<file path="config.mk">
export PLATFORM = sky130hd
export DESIGN_NAME = rx_fifo_flat
export DESIGN_NICKNAME = d
export VERILOG_FILES = /design/src/rtl/rx_fifo_if.sv /design/src/rtl/rx_fifo.sv /design/src/flat_wrapper.sv
export SDC_FILE = /design/constraint.sdc
export NUM_CORES = 1
export LEC_CHECK = 0
export CORE_MARGIN = 1.5
export CORE_UTILIZATION = 41
export DETAILED_ROUTE_END_ITERATION = 12
export DONT_BUFFER_PORTS = 1
export PLACE_DENSITY = 0.68
export REMOVE_ABC_BUFFERS = 1
export SYNTH_ARGS = -nofsm -noshare
export SYNTH_HDL_FRONTEND = slang
export SYNTH_SLANG_ARGS = --single-unit
</file>
<file path="constraint.sdc">
create_clock -name clk -period 4.5 [get_ports clk]
set_clock_uncertainty 0.1 [all_clocks]
set_input_delay 0.9 -clock clk [delete_from_list [all_inputs] [get_ports clk]]
set_output_delay 0.9 -clock clk [all_outputs]
set_load 0.005 [all_outputs]
</file>
<file path="src/rtl/rx_fifo_if.sv">
// MAC receive AXI-stream side and AHIR write-pipe side of the rx bridge.
// slave is the bridge itself; master is whatever drives the MAC beats and consumes the pipe.
interface rx_fifo_if #(parameter int N = 32) ();
   localparam int S = N / 8;
   localparam int D = N + S + 1;

   logic [N-1:0] rx_axis_tdata;
   logic [S-1:0] rx_axis_tkeep;
   logic         rx_axis_tvalid;
   logic         rx_axis_tlast;
   logic         rx_axis_tuser;
   logic         rx_axis_tready;
   logic [D-1:0] write_pipe_data;
   logic         write_pipe_req;
   logic         write_pipe_ack;

   modport slave (
      input  rx_axis_tdata,
      input  rx_axis_tkeep,
      input  rx_axis_tvalid,
      input  rx_axis_tlast,
      input  rx_axis_tuser,
      output rx_axis_tready,
      output write_pipe_data,
      output write_pipe_req,
      input  write_pipe_ack
   );

   modport master (
      output rx_axis_tdata,
      output rx_axis_tkeep,
      output rx_axis_tvalid,
      output rx_axis_tlast,
      output rx_axis_tuser,
      input  rx_axis_tready,
      input  write_pipe_data,
      input  write_pipe_req,
      output write_pipe_ack
   );
endinterface

</file>
<file path="src/rtl/rx_fifo.sv">
// AXI-stream rx beats -> DEPTH-word FIFO -> AHIR req/ack pipe; head word visible the cycle after the push.
// tready/req are registered from the next level; no push accepted while full, even with a same-cycle pop.
module rx_fifo #(
   parameter int N = 32,
   parameter int A = 3
) (
   input  logic         clk,
   input  logic         reset,
   rx_fifo_if.slave     bus,
   output logic [15:0]  frame_count,
   output logic [15:0]  bad_frame_count,
   output logic [A:0]   fifo_level
);
   localparam int S     = N / 8;
   localparam int D     = N + S + 1;
   localparam int DEPTH = 1 << A;
   localparam logic [A:0] LVL_ONE  = {{A{1'b0}}, 1'b1};
   localparam logic [A:0] LVL_FULL = {1'b1, {A{1'b0}}};

   logic [D-1:0] mem [DEPTH];
   logic [A-1:0] wr_ptr;
   logic [A-1:0] rd_ptr;
   logic [A:0]   level;
   logic [A:0]   next_level;
   logic         tready_q;
   logic         req_q;
   logic         push;
   logic         pop;
   logic         is_bad;
   logic [S-1:0] keep;
   logic [D-1:0] word;

   assign push   = bus.rx_axis_tvalid & tready_q;
   assign pop    = req_q & bus.write_pipe_ack;
   assign is_bad = bus.rx_axis_tlast & bus.rx_axis_tuser;
   // keep=0 on the last beat marks the whole frame as bad for downstream
   assign keep   = is_bad ? '0 : bus.rx_axis_tkeep;
   assign word   = {bus.rx_axis_tlast, bus.rx_axis_tdata, keep};

   always_comb begin
      next_level = level;
      if (push && !pop)
         next_level = level + LVL_ONE;
      else if (pop && !push)
         next_level = level - LVL_ONE;
   end

   always_ff @(posedge clk or negedge reset) begin
      if (!reset) begin
         wr_ptr          <= '0;
         rd_ptr          <= '0;
         level           <= '0;
         tready_q        <= 1'b0;
         req_q           <= 1'b0;
         frame_count     <= '0;
         bad_frame_count <= '0;
      end else begin
         if (push)
            wr_ptr <= wr_ptr + 1'b1;
         if (pop)
            rd_ptr <= rd_ptr + 1'b1;
         level    <= next_level;
         tready_q <= (next_level != LVL_FULL);
         req_q    <= (next_level != '0);
         if (push && bus.rx_axis_tlast && frame_count != 16'hFFFF)
            frame_count <= frame_count + 16'd1;
         if (push && is_bad && bad_frame_count != 16'hFFFF)
            bad_frame_count <= bad_frame_count + 16'd1;
      end
   end

   always_ff @(posedge clk) begin
      if (push)
         mem[wr_ptr] <= word;
   end

   assign bus.rx_axis_tready  = tready_q;
   assign bus.write_pipe_req  = req_q;
   assign bus.write_pipe_data = req_q ? mem[rd_ptr] : '0;
   assign fifo_level          = level;
endmodule

</file>
<file path="src/flat_wrapper.sv">
// flat-port wrapper written by rule: the top's interface ports become plain ports
module rx_fifo_flat 
#(
   parameter int N = 32,
   parameter int A = 3
)
  (clk, reset, frame_count, bad_frame_count, fifo_level, bus_rx_axis_tdata, bus_rx_axis_tkeep, bus_rx_axis_tvalid, bus_rx_axis_tlast, bus_rx_axis_tuser, bus_rx_axis_tready, bus_write_pipe_data, bus_write_pipe_req, bus_write_pipe_ack);
  rx_fifo_if #(.N(N)) bus_i ();
  input  logic clk;
  input  logic reset;
  output logic [15:0] frame_count;
  output logic [15:0] bad_frame_count;
  output logic [A:0] fifo_level;
  input wire logic [$bits(bus_i.rx_axis_tdata)-1:0] bus_rx_axis_tdata;
  input wire logic [$bits(bus_i.rx_axis_tkeep)-1:0] bus_rx_axis_tkeep;
  input wire logic [$bits(bus_i.rx_axis_tvalid)-1:0] bus_rx_axis_tvalid;
  input wire logic [$bits(bus_i.rx_axis_tlast)-1:0] bus_rx_axis_tlast;
  input wire logic [$bits(bus_i.rx_axis_tuser)-1:0] bus_rx_axis_tuser;
  output wire logic [$bits(bus_i.rx_axis_tready)-1:0] bus_rx_axis_tready;
  output wire logic [$bits(bus_i.write_pipe_data)-1:0] bus_write_pipe_data;
  output wire logic [$bits(bus_i.write_pipe_req)-1:0] bus_write_pipe_req;
  input wire logic [$bits(bus_i.write_pipe_ack)-1:0] bus_write_pipe_ack;
  assign bus_i.rx_axis_tdata = bus_rx_axis_tdata;
  assign bus_i.rx_axis_tkeep = bus_rx_axis_tkeep;
  assign bus_i.rx_axis_tvalid = bus_rx_axis_tvalid;
  assign bus_i.rx_axis_tlast = bus_rx_axis_tlast;
  assign bus_i.rx_axis_tuser = bus_rx_axis_tuser;
  assign bus_rx_axis_tready = bus_i.rx_axis_tready;
  assign bus_write_pipe_data = bus_i.write_pipe_data;
  assign bus_write_pipe_req = bus_i.write_pipe_req;
  assign bus_i.write_pipe_ack = bus_write_pipe_ack;
  rx_fifo #(.N(N), .A(A)) u_core (.clk(clk), .reset(reset), .bus(bus_i), .frame_count(frame_count), .bad_frame_count(bad_frame_count), .fifo_level(fifo_level));
endmodule
</file>
==> impl_metrics.csv <==
group,metric,value,unit
detailed_routing,finalWirelength,25.9,mm
timing,finalCriticalPeriod,3670,ps
pwr,power_density,632,nW/um^2
yosys,syn_inst,675,
timing,rsz0062_at_grt,"no",
placement,dp_hpwl,14.2,mm
run_status,status,"complete, no violations",
floorplan,ios,117,
timing,post-route-period-util,81.5,%
yosys,yosys_register_bits,340,
detailed_routing,vias_per_cell,5.25,
finish,antenna_cells,0,
detailed_routing,wl_per_cell,22.0,um
worst_setup_path,worst_path_max_delay_cell,"dfrtp_4",
yosys,synthFlopType,"edfxtp_1",
cts,cts_resized,0,
grt,grtUsageTotal,15.7,%
cts,clkSinkCount,340,
placement,io_buffer_count,0,
worst_setup_path,r2r_setup_slack,2020,ps
worst_setup_path,crit_cells,4,
timing,worstMarginPinSlew,809,ps
floorplan,core,32400,um^2
timing,clock.fmax,273,MHz
finish,drive_gt1_share,22.2,%
timing,finalHoldViolations,0,
cts,clock_tree.root_cell,"clkbuf_16",
worst_setup_path,crit_path_cell_trace,"buf_4 -> mux4_2 -> mux2i_1 -> nor2b_1",
cts,clk_pin_slew,60,ps
yosys,ys_warn_count,0,
grt,grt_max_degree,45,
worst_setup_path,cpPeakStageDelay,920,ps
floorplan,dieArea,33900,um^2
worst_setup_path,crit_type,"reg2out",
grt,grt_pass1_vias,6528,
pwr,p_leak,5.11,nW
yosys,synth_edf_count,296,
cts,cts_max_path_buffers,3,
worst_setup_path,crit_required,3500,ps
cts,clk_latency,510,ps
worst_setup_path,r2r-start,"u_core.bus.rx_axis_tready",
detailed_routing,drt_iter0_markers,384,
placement,pre_cts_slack,1260,ps
floorplan,die_h,184,um
worst_setup_path,crit_path_end_kind,"output port",
grt,gr-total-overflow,0,
floorplan,initial_core_util,41.5,%
timing,fin_ws,830,ps
run,maxCapViolations,0,
grt,antenna_found_initial,0,
yosys,synth_cell_types,40,
worst_setup_path,reg2reg_to,"u_core.mem[7][11]",
grt,met3_usage,4.99,%
yosys,ys_seq_area_share,74.4,%
grt,grt_use_met2,26.1,%
finish,area_delta_synth_final,13.6,%
cts,holdBufCountCts,1,
placement,gp_congestion,0.726,
timing,slew_headroom,46.0,%
detailed_routing,drc,0,
grt,grt_pass1_wl,39.1,mm
timing,setup_viol,0,
cts,cts_setup_buffers,0,
cts,htreeDepth,2,
worst_setup_path,startpoint,"u_core.rd_ptr[0]",
yosys,async_reset_ff_share,12.9,%
yosys,synth_area,13400,um^2
worst_setup_path,crit_buf_inv,1,
floorplan,rows,66,
detailed_routing,antenna_left,0,
finish,layout.cells.non_filler,1175,
cts,cts_tree,"built",
finish,nNetsFinal,756,
worst_setup_path,rr_worst_depth,4,
worst_hold_path,hold_path_class,"in2async",
yosys,synth_area_per_cell,19.9,um^2
worst_setup_path,critPathMaxFanout,38,
worst_setup_path,start_kind,"flip-flop",
floorplan,chipWidth,184,um
finish,fill_cells,2721,
timing,slew_viol_final,0,
pwr,peakVddDrop,0.258,mV
worst_setup_path,cp.arrival,2670,ps
detailed_routing,firstDrtPassIters,4,
placement,place_inst,1109,
worst_setup_path,crit_family,"flip-flops",
worst_setup_path,critical_path.endpoint,"bus_write_pipe_data[1]",
grt,use_met1,20.1,%
grt,busiest_layer,"met2",
pwr,total_power,9.65,mW
cts,cts_buffers,38,
detailed_routing,num_vias,6166,
-- where the power goes --
part	leakage [nW]	total, mW	switching, mW	internal [mW]
clock	0.573	2.93	1.17	1.76
sequential	3.25	4.47	0.500	3.97
combinational	1.29	2.25	1.11	1.14
-- layout by cell type (no fill, tap or decap), drive strengths merged --
master and instances:
edfxtp 296, mux4 74, clkbuf 49, dfrtp 44, mux2i 37, nor2b 37
xnor2 23, nand2 22, nor2 20, buf 18, nand3 12, xor2 12
nand4 11, nor3 10, clkinv 9, inv 8, and2 6, and3 6
ha 6, nand2b 3, bufinv 3, mux2 3, nor4 3, nor3b 2
o21ai 2, or3 2, a21oi 2, nand3b 2, clkinvlp 2, o211ai 1
o31ai 1, a22oi 1, or4 1, a32oi 1, a21o 1, and4 1
a31oi 1, o41ai 1
-- per-layer routing --
layer	part of all wire, %	wire length (um)
met4	1.6	418
met1	41	10700
met5	0	0
met3	7.8	2020
met2	49	12700
-- cells in the mapped netlist, drive strengths merged, types with 3 or more instances --
library cell	n	share of area, %
and2	6	0.28
xor2	12	0.78
xnor2	23	1.5
clkbuf	7	0.20
nor2	20	0.60
nand4	11	0.56
dfrtp	44	8.2
nand2	22	0.61
edfxtp	296	66
buf	18	0.71
nor4	3	0.14
nand2b	3	0.14
nor3	10	0.37
and3	6	0.28
nand3	12	0.45
mux4	74	12
ha	6	0.56
nor2b	37	1.7
mux2	3	0.28
inv	6	0.17
mux2i	37	2.8
-- worst min-delay path by stage --
stage / cells past startpoint / slack, ps / end
2_1_floorplan: 1 / 380 / u_core.frame_count[7]
3_3_place_gp: 1 / 400 / u_core.frame_count[7]
3_5_place_dp: 1 / 410 / u_core.frame_count[7]
4_1_cts: 1 / 120 / u_core.fifo_level[2]
5_1_grt: 1 / 130 / u_core.bad_frame_count[2]
6_report: 1 / 140 / u_core.bad_frame_count[11]
-- state kept, by name, indices dropped and copies added (netlist names) --
signal / count
u_core.mem: 296
u_core.bad_frame_count: 16
u_core.frame_count: 16
u_core.fifo_level: 4
u_core.rd_ptr: 3
u_core.wr_ptr: 3
u_core.bus.rx_axis_tready: 1
u_core.bus.write_pipe_req: 1
-- logic make-up (layout without fill, tap and decap cells) --
| logic type | after synthesis | in the layout | share of synthesized area (%) |
|---|---|---|---|
| DFF | 340 | 340 | 74.4 |
| buffers and inverters | 31 | 89 | 1.07 |
| muxes | 114 | 114 | 15.4 |
| AOI/OAI and AO/OA | 11 | 11 | 0.689 |
| xor gates and xnor gates | 35 | 35 | 2.28 |
| adders and majority gates | 6 | 6 | 0.559 |
| and+or+nand+nor | 138 | 138 | 5.59 |
-- through the flow --
step / util, % / setup TNS [ps] / cell area, um^2 / hold WS [ps]
global route: 47.1 / 0 / 15300 / 130
detailed placement: 43.4 / 0 / 14100 / 407
floorplan: - / -40070 / 13300 / 378
CTS: 47.1 / 0 / 15300 / 122
finish: 47.1 / 0 / 15300 / 136
global placement: 43.4 / 0 / 14100 / 405
-- layout make-up --
class                      count  area, um^2  area share [%]
sequential                   340       10000            65.5
timing repair buffer          18         155            1.02
multi-input combinational    304        3350            21.9
clock inverter                16         168            1.10
tap                          442         553            3.62
inverter                       6        22.5           0.148
clock buffer                  49        1010            6.64
Power figures use the tool's default switching activity.
